`config.mk`:
```
export PLATFORM = sky130hd
export DESIGN_NAME = board_io_ctrl
export DESIGN_NICKNAME = d
export VERILOG_FILES = /design/src/rtl/board_io_ctrl.sv
export SDC_FILE = /design/constraint.sdc
export NUM_CORES = 1
export LEC_CHECK = 0
export CAP_MARGIN = 20
export CORE_MARGIN = 2
export CORE_UTILIZATION = 30
export DETAILED_ROUTE_END_ITERATION = 10
export SLEW_MARGIN = 20
export SYNTH_ARGS = -nofsm -noshare
export SYNTH_HDL_FRONTEND = slang
export SYNTH_SLANG_ARGS = --single-unit
```
`constraint.sdc`:
```
create_clock -name io_mainClk -period 1.37 [get_ports io_mainClk]
set_input_delay 0.3425 -clock io_mainClk [delete_from_list [all_inputs] [get_ports io_mainClk]]
set_output_delay 0.3425 -clock io_mainClk [all_outputs]
set_load 0.01 [all_outputs]
```
`src/rtl/board_io_ctrl.sv`:
```
// ---------------------------------------------------------------------------
// board_io_ctrl
//
// Board-level I/O front end sitting between the FPGA pins and the SoC GPIO
// port. Three independent sub-blocks run in parallel on io_mainClk:
//   - clock divider : io_clkDiv toggle output plus io_clkTick rise strobe
//   - switch path   : 2-flop sync + per-bit debounce into io_gpio_read,
//                     with one-cycle io_swChange pulses
//   - LED path      : io_gpio_write gated by a global PWM dimmer
//
// Ports
//   io_mainClk        in   1         board clock, rising edge
//   io_asyncReset_n   in   1         asynchronous active-low reset
//   io_sw             in   NUM_SW    raw asynchronous switch pins
//   io_gpio_read      out  NUM_SW    debounced switch levels
//   io_swChange       out  NUM_SW    one-cycle pulse per changed read bit
//   io_gpio_write     in   NUM_LED   SoC GPIO write bits
//   io_ledBrightness  in   PWM_BITS  global duty (0 off, all-ones always on)
//   io_led            out  NUM_LED   LED pins
//   io_clkDiv         out  1         divided clock (route via global buffer)
//   io_clkTick        out  1         strobe for the cycle io_clkDiv rises
// ---------------------------------------------------------------------------
module board_io_ctrl #(
    parameter int NUM_SW          = 16,
    parameter int NUM_LED         = 16,
    parameter int CLK_DIV         = 2,
    parameter int DEBOUNCE_CYCLES = 4,
    parameter int PWM_BITS        = 4
) (
    input  logic                io_mainClk,
    input  logic                io_asyncReset_n,
    input  logic [NUM_SW-1:0]   io_sw,
    output logic [NUM_SW-1:0]   io_gpio_read,
    output logic [NUM_SW-1:0]   io_swChange,
    input  logic [NUM_LED-1:0]  io_gpio_write,
    input  logic [PWM_BITS-1:0] io_ledBrightness,
    output logic [NUM_LED-1:0]  io_led,
    output logic                io_clkDiv,
    output logic                io_clkTick
);

    // -----------------------------------------------------------------------
    // Parameter legality
    // -----------------------------------------------------------------------
    if ((CLK_DIV % 2) != 0 || CLK_DIV < 2) begin : g_bad_clk_div
        $error("board_io_ctrl: CLK_DIV must be even and >= 2");
    end
    if (DEBOUNCE_CYCLES < 1) begin : g_bad_debounce
        $error("board_io_ctrl: DEBOUNCE_CYCLES must be >= 1");
    end
    if (NUM_SW < 1 || NUM_SW > 32) begin : g_bad_num_sw
        $error("board_io_ctrl: NUM_SW must be in 1..32");
    end
    if (NUM_LED < 1 || NUM_LED > 32) begin : g_bad_num_led
        $error("board_io_ctrl: NUM_LED must be in 1..32");
    end
    if (PWM_BITS < 1 || PWM_BITS > 8) begin : g_bad_pwm_bits
        $error("board_io_ctrl: PWM_BITS must be in 1..8");
    end

    // -----------------------------------------------------------------------
    // Local constants
    // -----------------------------------------------------------------------
    localparam int DIV_HALF = CLK_DIV / 2;
    localparam int DIV_W    = (DIV_HALF > 1) ? $clog2(DIV_HALF) : 1;
    localparam logic [DIV_W-1:0] DIV_TC = DIV_W'(DIV_HALF - 1);

    localparam int DB_W = (DEBOUNCE_CYCLES > 1) ? $clog2(DEBOUNCE_CYCLES) : 1;
    localparam logic [DB_W-1:0] DB_TC = DB_W'(DEBOUNCE_CYCLES - 1);

    localparam logic [PWM_BITS-1:0] PWM_MAX = {PWM_BITS{1'b1}};

    // -----------------------------------------------------------------------
    // Clock divider
    // -----------------------------------------------------------------------
    logic [DIV_W-1:0] div_cnt;

    // io_clkTick is loaded with the value io_clkDiv is about to take, so it
    // is high exactly while io_clkDiv sits in its first high cycle.
    always_ff @(posedge io_mainClk or negedge io_asyncReset_n) begin
        if (!io_asyncReset_n) begin
            div_cnt    <= '0;
            io_clkDiv  <= 1'b0;
            io_clkTick <= 1'b0;
        end else if (div_cnt == DIV_TC) begin
            div_cnt    <= '0;
            io_clkDiv  <= ~io_clkDiv;
            io_clkTick <= ~io_clkDiv;
        end else begin
            div_cnt    <= div_cnt + DIV_W'(1);
            io_clkTick <= 1'b0;
        end
    end

    // -----------------------------------------------------------------------
    // Switch synchroniser and debounce
    // -----------------------------------------------------------------------
    logic [NUM_SW-1:0] sw_sync1;
    logic [NUM_SW-1:0] sw_sync2;
    logic [DB_W-1:0]   db_cnt [NUM_SW];

    // The counter tracks how long sync2 has disagreed with the accepted
    // level; any agreement (including a bounce back) clears it.
    always_ff @(posedge io_mainClk or negedge io_asyncReset_n) begin
        if (!io_asyncReset_n) begin
            sw_sync1     <= '0;
            sw_sync2     <= '0;
            io_gpio_read <= '0;
            io_swChange  <= '0;
            for (int i = 0; i < NUM_SW; i++) begin
                db_cnt[i] <= '0;
            end
        end else begin
            sw_sync1 <= io_sw;
            sw_sync2 <= sw_sync1;
            for (int i = 0; i < NUM_SW; i++) begin
                io_swChange[i] <= 1'b0;
                if (sw_sync2[i] == io_gpio_read[i]) begin
                    db_cnt[i] <= '0;
                end else if (db_cnt[i] == DB_TC) begin
                    io_gpio_read[i] <= sw_sync2[i];
                    io_swChange[i]  <= 1'b1;
                    db_cnt[i]       <= '0;
                end else begin
                    db_cnt[i] <= db_cnt[i] + DB_W'(1);
                end
            end
        end
    end

    // -----------------------------------------------------------------------
    // LED PWM dimmer
    // -----------------------------------------------------------------------
    logic [PWM_BITS-1:0] pwm_cnt;
    logic [PWM_BITS-1:0] bright_shadow;
    logic                pwm_on;

    // All-ones is forced fully on; otherwise the compare would give
    // (2^N-1)/2^N duty.
    assign pwm_on = (pwm_cnt < bright_shadow) || (bright_shadow == PWM_MAX);

    // Shadow only reloads at the period boundary so a mid-period brightness
    // write never produces a runt or stretched pulse.
    always_ff @(posedge io_mainClk or negedge io_asyncReset_n) begin
        if (!io_asyncReset_n) begin
            pwm_cnt       <= '0;
            bright_shadow <= '0;
            io_led        <= '0;
        end else begin
            pwm_cnt <= pwm_cnt + PWM_BITS'(1);
            if (pwm_cnt == '0) begin
                bright_shadow <= io_ledBrightness;
            end
            io_led <= io_gpio_write & {NUM_LED{pwm_on}};
        end
    end

endmodule

```
### After elaboration in Yosys (flattened, before gate mapping)

Cells that the tools add are included.

| word-level totals | value |
|---|---|
| input bits | 38 |
| output and inout port bits | 50 |
| logic and storage cells | 195 |
| register bits after elaboration | 123 |

| operators by class | value |
|---|---|
| $add $sub $neg | 18 |
| muxes and demuxes | 66 |
| order comparisons | 1 |
| reduce and logical (&&, ||, !) cells | 18 |
| bitwise logic cells | 18 |
| equal/unequal tests | 33 |

Operators with widths:

| operator | number |
|---|---|
| 2-bit two-way mux | 32 |
| 1-bit two-way mux | 34 |
| 2-bit by 1-bit adder with 2-bit output, second input constant | 16 |
| 2-bit == test, second input constant | 16 |
| 2-bit AND reduction | 16 |
| 1-bit inverter | 17 |
| 16-bit bitwise AND | 1 |
| 1-bit == test | 16 |
| 4-bit by 1-bit adder with 4-bit output, second input constant | 1 |
| 4-bit == test, second input constant | 1 |
| 4-bit logical NOT | 1 |
| 4-bit < comparator | 1 |
| 1-bit adder, second input constant | 1 |
| 1-bit logical OR | 1 |

### Longest topological paths before layout

| logic depth | value |
|---|---|
| word-level depth | 3 |
| mapped depth | 6 |
| gate-level depth less buffers | 5 |

### Worst setup path before layout

No wires, ideal clock.

| timing | value |
|---|---|
| path kind | flip-flop to flip-flop |
| start point | register pwm_cnt[3] |
| end point | register io_led[10] |
| setup slack | -0.036 ns |
| required time | 1.241 ns |
| arrival time | 1.277 ns |
| path buffers | 1 |
| period minus slack after synthesis | 1.406 ns |
| stages on the path, launching flop included | 6 |
| library setup time | 0.129 ns |
| cells stage by stage | dfrtp_1 -> ha_1 -> o211ai_1 -> o21ai_2 -> buf_6 -> a21boi_2 |

| between the ends | value |
|---|---|
| longest elaborated chain between the ends | 3 |

Ends and longest elaborated chain:

| item | line | source |
|---|---|---|
| from (decl) | 134 | `logic [PWM_BITS-1:0] pwm_cnt;` |
| from (signal assigned) | 150 | `pwm_cnt <= pwm_cnt + PWM_BITS'(1);` |
| 4-bit < comparator | 140 | `assign pwm_on = (pwm_cnt < bright_shadow) \|\| (bright_shadow == PWM_MAX);` |
| 1-bit logical OR | 140 |  |
| 16-bit bitwise AND | 154 | `io_led <= io_gpio_write & {NUM_LED{pwm_on}};` |
| to (signal assigned) | 154 |  |
| to (decl) | 37 | `output logic [NUM_LED-1:0] io_led,` |

Every way passes these cells.
A chain may end at the register's enable or synchronous reset.

### Worst setup path in the final report

| timing | value |
|---|---|
| start point | register pwm_cnt[3] |
| end point | register io_led[3] |

The elaborated chain is that of the path after synthesis.

==> results.json <==
{
  "dieArea_um2": 15100,
  "worst_pin_slew_ps": 397,
  "slew_violations": 0,
  "die_w_um": 123,
  "slew_headroom_pct": 73.5,
  "placed_cell_area_um2": 5460,
  "dp_slack_ps": -21.9,
  "layout_min_cycle_time_ps": 1350,
  "worst_path_max_delay_cell": "dfrtp_1",
  "crit_end": "io_led[3]",
  "gp_congestion": 0.718,
  "cts_tree": "done",
  "hold_path.class": "reg2reg",
  "critical_path_depth": 5,
  "maxClockFrequency_mhz": 741,
  "setup_ws_ps": 20.7,
  "cts.path.max_buffers": 2,
  "grt_pass1_wl_um": 13000,
  "final_cell_area_um2": 6010,
  "layout-drive-gt1-share_pct": 35.2,
  "grt.overflow.total": 0,
  "syn_area_per_cell_um2": 16.2,
  "cts_max_level": 4,
  "io_buffers": 87,
  "rrSetupSlack_ps": 20,
  "critPathLaunchType": "flop",
  "clock_sinks": 121,
  "track_usage_pct": 11.9,
  "grt_start_max_net_pins": 32,
  "hold_viol_final": 0,
  "synth_common_cells": "dfrtp_1, and2_1, ha_1",
  "cp-end-kind": "flop",
  "leakagePower_nw": 2.89,
  "drt_iter0_drc": 130,
  "fin_nets": 452,
  "num_antenna_cells": 0,
  "placementRows": 43,
  "synth_top_area_cell": "dfrtp_1",
  "start_util_pct": 30.6,
  "critical-path-top-delay-family": "flip-flops",
  "finalWirelength_um": 7840,
  "powerDensity_nw_per_um2": 1970,
  "ys.flop_type": "dfrtp_1",
  "coreArea_um2": 13900,
  "finalSetupViolations": 0,
  "cp_num_buf_inv": 1,
  "fin_skew_ps": 3.81,
  "dr.pass1.iters": 4,
  "synth_fp_nets": 322,
  "fill_cells": 1279,
  "worstReg2RegStart": "pwm_cnt[3]",
  "worst-setup-path-type": "reg2reg",
  "r2r_cells": 5,
  "ir_drop_v": 0.000857,
  "area_growth_pct": 41.3,
  "yosys.area.top_type_share_pct": 71.2,
  "cp_data_arrival_time_ps": 1630,
  "ys_ff_latch": 121,
  "path_cells": "ha_4 > o211ai_1 > o21ai_2 > buf_12 > a21boi_1",
  "status": "complete, no violations",
  "cp.required_ps": 1660,
  "cts_buffers": 17,
  "crit_fanout": 16,
  "boundaryPins": 88,
  "yosysUniqueCellTypes": 23,
  "cts_root_buf": "clkbuf_16",
  "die_h_um": 123,
  "dp_hpwl_um": 5440,
  "rsz0062_at_grt": "yes",
  "route.detailed.drc": 0,
  "grt_pass1_vias": 2577,
  "seq_area_frac_synth_pct": 71.2,
  "antenna_found_initial": 0,
  "ant_nets": 0,
  "yosysWarnings": 0,
  "min_period_over_period_pct": 98.5,
  "worst_r2r_endpoint": "io_led[3]",
  "holdWs_ps": 344,
  "slowest_delay_ps": 420,
  "synth_enable_flop_cells": 0,
  "detail_route.wl_per_cell_um": 13.4,
  "syn_area_um2": 4250,
  "vias": 2440,
  "worstSetupStartpoint": "pwm_cnt[3]",
  "clk_pin_slew_ps": 50,
  "async_reset_ff_share_pct": 100,
  "clkLatencyLatePin_ps": 410,
  "yosysMostFrequentCell": "dfrtp_1",
  "via_per_inst": 4.16,
  "drv_cap": 0,
  "synth_area_leaders": "dfrtp_1, ha_1, and2_1, mux2_2, xor2_1",
  "syn_inst": 263
}
==> worst min-delay path by stage <==
| stage | from | end | slack [ps] | cells after the start |
|---|---|---|---|---|
| floorplan | io_asyncReset_n | bright_shadow[0] | 50 | 0 |
| global placement | io_asyncReset_n | io_swChange[14] | 300 | 1 |
| detailed placement | io_asyncReset_n | io_swChange[8] | 300 | 1 |
| CTS | io_sw[11] | sw_sync1[11] | 330 | 1 |
| global route | io_sw[7] | sw_sync1[7] | 340 | 1 |
| finish | sw_sync1[3] | sw_sync2[3] | 340 | 0 |
==> kinds of logic after synthesis <==
kind of cell,count (synthesis),share of synthesized area (%)
xor gates and xnor gates,18,3.71
AOI/OAI and AO/OA,22,4.56
DFF,121,71.2
buffers and inverters,9,1.09
muxes,17,4.50
adders and majority gates,21,6.18
and+or+nand+nor,55,8.79
==> through the flow <==
stage	utilization, %	TNS (ps)	total power [mW]	instances
after floorplan	-	-45.9	6.02	263
after global placement	39.4	0	7.06	539
after detailed placement	39.4	-41.8	7.21	539
after CTS	43.6	0	12.1	586
after global routing	43.3	-588	12.6	586
final	43.3	0	11.9	586
==> report_power, final <==
part | switching [mW] | internal, mW | leakage [nW]
sequential | 0.354 | 4.35 | 1.49
combinational | 1.02 | 1.35 | 1.08
clock | 1.50 | 3.29 | 0.315
total | 2.88 | 8.99 | 2.89
==> final cells by class <==
type / count / area, um^2 / area share (%)
sequential: 121 / 3030 / 50.4
timing repair buffer: 114 / 880 / 14.6
tap: 180 / 225 / 3.75
multi-input combinational: 133 / 1210 / 20.2
inverter: 6 / 22.5 / 0.375
clock inverter: 6 / 134 / 2.23
clock buffer: 26 / 509 / 8.47
==> routing by layer <==
layer	routed length (um)	part of all wire, %	global-route usage (%)	up-vias
li1	-	-	-	1145
met1	3390	43	14.5	1213
met2	3730	48	17.3	64
met3	505	6.4	5.49	18
met4	214	2.7	7.32	0
met5	0	0	0	-
==> registers in the layout, indices dropped and copies added, names as in the netlist <==
| name | count |
|---|---|
| bright_shadow | 4 |
| db_cnt | 32 |
| io_clkDiv | 1 |
| io_gpio_read | 16 |
| io_led | 16 |
| io_swChange | 16 |
| pwm_cnt | 4 |
| sw_sync1 | 16 |
| sw_sync2 | 16 |
==> cell usage in the layout (no fill, tap or decap), types with 2 or more instances in the layout <==
master,Yosys,routed
a21boi_1,0,2
a21boi_2,10,14
and2_1,32,32
buf_12,0,4
buf_2,1,45
buf_4,1,23
bufinv_16,0,4
clkbuf_1,0,4
clkbuf_16,0,17
clkbuf_2,0,4
clkbuf_8,0,5
clkdlybuf4s50_1,0,36
dfrtp_1,121,121
ha_1,21,20
inv_1,6,3
inv_2,0,3
mux2_2,16,16
nand2_1,3,3
nor3b_1,16,16
o21ai_0,3,3
xor2_1,17,17
==> repair_timing <==
action / in CTS / in global routing
buffers inserted: 14 / 0
hold endpoints to repair: 21 / 0
pin swaps: 1 / 1
hold buffers: 1 / 0
endpoints found under the setup margin: 56 / 27
gates resized for setup: 192 / 18
No activity file was read; power rests on OpenSTA's default activity.
